--- src/rtl/stream_buf_loader.sv ---
// stream_buf_loader: takes one load command at a time (target buffer, base, length), consumes a
// valid/ready stream of DDR words and emits registered write strobe/address/data for fm/wt/bias.
//
// Ports:
//   clk, rst                          clock and synchronous active-high reset
//   cmd_valid/cmd_ready               command handshake
//   cmd_sel, cmd_base, cmd_len        0=fm 1=wt 2=bias 3=reserved; first address; word count
//   s_valid/s_ready/s_data            stream word handshake and payload
//   buf_addr_o, buf_data_o            shared write address/data (hold between writes)
//   fm_wr_en_o/wt_wr_en_o/bias_wr_en_o per-buffer write strobes
//   busy, load_done, load_err         in-progress flag; completion / rejection pulses
module stream_buf_loader #(
    parameter  int DATA_W     = 32,
    parameter  int FM_DEPTH   = 1024,
    parameter  int WT_DEPTH   = 1024,
    parameter  int BIAS_DEPTH = 256,
    localparam int MAX_D01    = (FM_DEPTH > WT_DEPTH) ? FM_DEPTH : WT_DEPTH,
    localparam int MAX_DEPTH  = (MAX_D01 > BIAS_DEPTH) ? MAX_D01 : BIAS_DEPTH,
    localparam int ADDR_W     = $clog2(MAX_DEPTH)
) (
    input  logic              clk,
    input  logic              rst,
    input  logic              cmd_valid,
    output logic              cmd_ready,
    input  logic [1:0]        cmd_sel,
    input  logic [ADDR_W-1:0] cmd_base,
    input  logic [ADDR_W-1:0] cmd_len,
    input  logic              s_valid,
    output logic              s_ready,
    input  logic [DATA_W-1:0] s_data,
    output logic [ADDR_W-1:0] buf_addr_o,
    output logic [DATA_W-1:0] buf_data_o,
    output logic              fm_wr_en_o,
    output logic              wt_wr_en_o,
    output logic              bias_wr_en_o,
    output logic              busy,
    output logic              load_done,
    output logic              load_err
);

    typedef enum logic [1:0] {
        IDLE = 2'd0,
        LOAD = 2'd1,
        DONE = 2'd2
    } state_t;

    // Depths carry one extra bit so a depth equal to 2**ADDR_W is representable.
    localparam logic [ADDR_W:0] FM_D   = (ADDR_W+1)'(FM_DEPTH);
    localparam logic [ADDR_W:0] WT_D   = (ADDR_W+1)'(WT_DEPTH);
    localparam logic [ADDR_W:0] BIAS_D = (ADDR_W+1)'(BIAS_DEPTH);

    function automatic logic [ADDR_W:0] depth_of(input logic [1:0] sel);
        logic [ADDR_W:0] d;
        d = '0;
        case (sel)
            2'd0:    d = FM_D;
            2'd1:    d = WT_D;
            2'd2:    d = BIAS_D;
            default: d = '0;
        endcase
        return d;
    endfunction

    state_t            state_q, state_d;
    logic [1:0]        sel_q, sel_d;
    logic [ADDR_W-1:0] addr_q, addr_d;
    logic [ADDR_W-1:0] cnt_q, cnt_d;
    logic [ADDR_W-1:0] baddr_d;
    logic [DATA_W-1:0] bdata_d;
    logic              fm_d, wt_d, bias_d, done_d, err_d;
    logic [ADDR_W:0]   cmd_depth, cur_depth;

    assign cmd_ready = (state_q == IDLE);
    assign s_ready   = (state_q == LOAD);
    assign busy      = (state_q != IDLE);

    always_comb begin
        state_d   = state_q;
        sel_d     = sel_q;
        addr_d    = addr_q;
        cnt_d     = cnt_q;
        baddr_d   = buf_addr_o;
        bdata_d   = buf_data_o;
        fm_d      = 1'b0;
        wt_d      = 1'b0;
        bias_d    = 1'b0;
        done_d    = 1'b0;
        err_d     = 1'b0;
        cmd_depth = depth_of(cmd_sel);
        cur_depth = depth_of(sel_q);
        case (state_q)
            IDLE: begin
                if (cmd_valid) begin
                    if (cmd_sel == 2'd3 || {1'b0, cmd_base} >= cmd_depth) begin
                        err_d = 1'b1;
                    end else if (cmd_len == '0) begin
                        done_d = 1'b1;
                    end else begin
                        state_d = LOAD;
                        sel_d   = cmd_sel;
                        addr_d  = cmd_base;
                        cnt_d   = cmd_len;
                    end
                end
            end
            LOAD: begin
                if (s_valid) begin
                    baddr_d = addr_q;
                    bdata_d = s_data;
                    fm_d    = (sel_q == 2'd0);
                    wt_d    = (sel_q == 2'd1);
                    bias_d  = (sel_q == 2'd2);
                    // Wrap at the selected buffer's depth, not at 2**ADDR_W.
                    if ({1'b0, addr_q} == cur_depth - 1'b1) begin
                        addr_d = '0;
                    end else begin
                        addr_d = addr_q + 1'b1;
                    end
                    cnt_d = cnt_q - 1'b1;
                    if (cnt_q == ADDR_W'(1)) begin
                        state_d = DONE;
                        done_d  = 1'b1;
                    end
                end
            end
            DONE:    state_d = IDLE;
            default: state_d = IDLE;
        endcase
    end

    always_ff @(posedge clk) begin
        if (rst) begin
            state_q      <= IDLE;
            sel_q        <= '0;
            addr_q       <= '0;
            cnt_q        <= '0;
            buf_addr_o   <= '0;
            buf_data_o   <= '0;
            fm_wr_en_o   <= 1'b0;
            wt_wr_en_o   <= 1'b0;
            bias_wr_en_o <= 1'b0;
            load_done    <= 1'b0;
            load_err     <= 1'b0;
        end else begin
            state_q      <= state_d;
            sel_q        <= sel_d;
            addr_q       <= addr_d;
            cnt_q        <= cnt_d;
            buf_addr_o   <= baddr_d;
            buf_data_o   <= bdata_d;
            fm_wr_en_o   <= fm_d;
            wt_wr_en_o   <= wt_d;
            bias_wr_en_o <= bias_d;
            load_done    <= done_d;
            load_err     <= err_d;
        end
    end

endmodule

--- config.mk ---
export PLATFORM = sky130hd
export DESIGN_NAME = stream_buf_loader
export DESIGN_NICKNAME = d
export VERILOG_FILES = /design/src/rtl/stream_buf_loader.sv
export SDC_FILE = /design/constraint.sdc
export NUM_CORES = 1
export LEC_CHECK = 0
export ABC_AREA = 1
export BUFFER_PORTS_ARGS = -buffer_cell sky130_fd_sc_hd__buf_4
export CORE_MARGIN = 2
export CORE_UTILIZATION = 45
export DETAILED_ROUTE_END_ITERATION = 10
export MAX_ROUTING_LAYER = met4
export PLACE_DENSITY = 0.81
export REMOVE_ABC_BUFFERS = 1
export SLEW_MARGIN = 40
export SYNTH_ARGS = -nofsm -noshare
export SYNTH_HDL_FRONTEND = slang
export SYNTH_SLANG_ARGS = --single-unit
--- constraint.sdc ---
create_clock -name clk -period 3.7 [get_ports clk]
set_input_delay 0.555 -clock clk [delete_from_list [all_inputs] [get_ports clk]]
set_output_delay 0.555 -clock clk [all_outputs]
set_load 0.005 [all_outputs]
==> impl_metrics.json <==
{
  "status": "finished, final reports clean",
  "drtIter0Drc": 280,
  "clk_pin_slew_ns": 0.08,
  "r2r_start": "state_q[0]",
  "track_usage_pct": 21.6,
  "reg2reg_slack_ns": 1.58,
  "finalNonFillerCells": 706,
  "pwr-share-clk_pct": 36.8,
  "ys_async_sr_fraction_pct": 0,
  "worstSetupStartpointType": "flip-flop",
  "finalPower_uw": 1880,
  "setup_tns_ns": 0,
  "wl_mm": 8.92,
  "rows": 31,
  "required_ns": 3.14,
  "htreeDepth": 3,
  "post-dp-hpwl_mm": 6.02,
  "start_util_pct": 46.5,
  "syn_inst": 510,
  "drive_gt1_share_pct": 22.1,
  "power.density_nw_per_um2": 425,
  "core_area_um2": 7290,
  "cp-end-kind": "output pin",
  "rsz0062_at_grt": "false",
  "die_area_um2": 8250,
  "setup_violations": 0,
  "worstSetupPathType": "flip-flop to output pin",
  "ios": 108,
  "vias": 3549,
  "area_growth_pct": 30.4,
  "num-nets-final": 664,
  "layout_common_cells": "nand2_1 (150), buf_4 (109), dfxtp_1 (71), nor2_1 (68), nand3_1 (60)",
  "hold_depth": 1,
  "vias_per_cell": 5.03,
  "hold_class": "flip-flop to flip-flop",
  "worstHoldEndpoint": "fm_wr_en_o",
  "maxCapViolations": 0,
  "p_leak_uw": 0.00209,
  "grt_max_degree": 56,
  "portBuffers": 107,
  "post_cts_buffers": 0,
  "min-delay-start": "sel_q[0]",
  "pwr-share-seq_pct": 44.8,
  "syn-cell-area_um2": 3390,
  "root_buffer": "clkbuf_8",
  "period_needed_ns": 2.46,
  "cp.arrival_ns": 1.91,
  "slew_viol_final": 0,
  "crit_cells": 4,
  "worst_pin_slew_ns": 0.746,
  "p_comb_share_pct": 18.4,
  "slowest_delay_ns": 0.47,
  "ir_worst_vdd_uv": 177,
  "clk_latency_ns": 0.34,
  "critical_path.cell_chain": "nand2_2 -> inv_2 -> buf_4 -> buf_4",
  "cts_tree": "built",
  "clock_skew_ns": 0.00771,
  "grt_pass1_vias": 3218,
  "hold_violations": 0,
  "p_sw_uw": 532,
  "synth-edff-count": 0,
  "swShare_pct": 28.3,
  "cts_buffer_depth": 2,
  "p_int_uw": 1350,
  "max_clock_freq_mhz": 406,
  "path_max_fanout": 55,
  "slew_headroom_pct": 50.2,
  "grt_pass1_wl_mm": 14.3,
  "synth-seq-area-share_pct": 41.9,
  "post_cts_resize_count": 0,
  "cts_sinks": 71,
  "fill_cells": 688,
  "crit_top_cell": "buf_4",
  "ys_ff_latch": 71,
  "cp-startpoint": "state_q[0]",
  "synth.avg_cell_area_um2": 6.65,
  "routabilityCongestion": 0.854,
  "hold_buffers": 0,
  "cp_num_buf_inv": 3,
  "die_y_um": 90.8,
  "critPathSlowestCell": "buf_4",
  "synth_warnings": 0,
  "final_common_cell": "nand2_1",
  "ff2ff_path_depth": 9,
  "r2r_end": "addr_q[1]",
  "path_delay_family": "buffers and inverters",
  "antennaDiodeCount": 0,
  "synth_ff_type": "dfxtp_1",
  "finalCritPeriodShare_pct": 66.5,
  "drt_pass1_iterations": 4,
  "dieWidth_um": 90.8,
  "drc_errors": 0,
  "postRouteAntennaNets": 0,
  "numCtsBuffers": 9,
  "dp_cells": 690,
  "wl_per_cell_um": 12.6,
  "grt_overflow": 0,
  "synth_cell_types": 27,
  "antenna_found_initial": 0
}
-- registers in the layout, indices dropped and copies added (netlist names) --
signal	flops
sel_q	2
fm_wr_en_o	1
wt_wr_en_o	1
buf_data_o	32
load_err	1
bias_wr_en_o	1
load_done	1
cnt_q	10
addr_q	10
buf_addr_o	10
state_q	2
-- cell type report --
type / instances / area [um2] / area share (%)
timing repair buffer: 109 / 818 / 18.5
clock buffer: 11 / 141 / 3.20
inverter: 39 / 146 / 3.31
tap: 99 / 124 / 2.80
sequential: 71 / 1420 / 32.1
clock inverter: 5 / 81.3 / 1.84
multi-input combinational: 372 / 1690 / 38.2
-- power groups by stage --
| stage | Clock [uW] | Combinational (uW) | Sequential [uW] |
|---|---|---|---|
| after detailed placement | 0 | 343 | 859 |
| after CTS | 701 | 345 | 841 |
| after floorplan | 0 | 198 | 853 |
| after global routing | 741 | 389 | 848 |
| final | 691 | 346 | 842 |
| after global placement | 0 | 331 | 857 |
-- kinds of logic after synthesis --
family | after synthesis | synth area share, %
AO/OA/AOI/OAI | 61 | 9.07
XOR/XNOR | 6 | 1.55
adder cells (fa/ha/maj) | 4 | 1.48
buffers and inverters | 67 | 8.30
flip-flops | 71 | 41.9
multiplexers | 1 | 0.295
AND/OR/NAND/NOR | 300 | 37.4
-- routing by layer --
| layer | wire (um) | global-route usage (%) | share of wire [%] |
|---|---|---|---|
| met5 | 0 | - | 0 |
| met4 | 83 | 6.69 | 0.93 |
| met3 | 422 | 2.84 | 4.7 |
| met2 | 4470 | 37.4 | 50 |
| met1 | 3940 | 26.2 | 44 |
-- worst max path at each step --
stage | endpoint | slack, ns
floorplan | addr_q[5] | 1.08
global placement | cnt_q[3] | 1.34
detailed placement | cnt_q[7] | 1.14
CTS | s_ready | 1.26
global route | s_ready | 1.12
finish | s_ready | 1.24
-- per-stage QoR --
stage	cell area (um2)	utilization [%]	setup WS, ns	hold slack, ns
floorplan	3260	-	1.08	0.420
global placement	4200	57.6	1.34	0.440
detailed placement	4200	57.6	1.14	0.439
CTS	4420	60.6	1.26	0.454
global route	4420	60.6	1.12	0.478
finish	4420	60.6	1.24	0.459
-- Yosys cell counts (3+ instances only) --
cell type / instances / area (um2)
nand2_1: 150 / 563
dfxtp_1: 71 / 1420
nor2_1: 68 / 255
nand3_1: 60 / 300
a21oi_1: 45 / 225
inv_1: 37 / 139
o21ai_0: 15 / 75.1
clkbuf_1: 11 / 41.3
buf_1: 8 / 30.0
buf_2: 6 / 30.0
nand4_1: 6 / 37.5
xor2_1: 5 / 43.8
ha_1: 4 / 50.1
buf_6: 3 / 33.8
nand2_2: 3 / 18.8
nor4_1: 3 / 18.8
No activity file was read; power rests on OpenSTA's default activity.
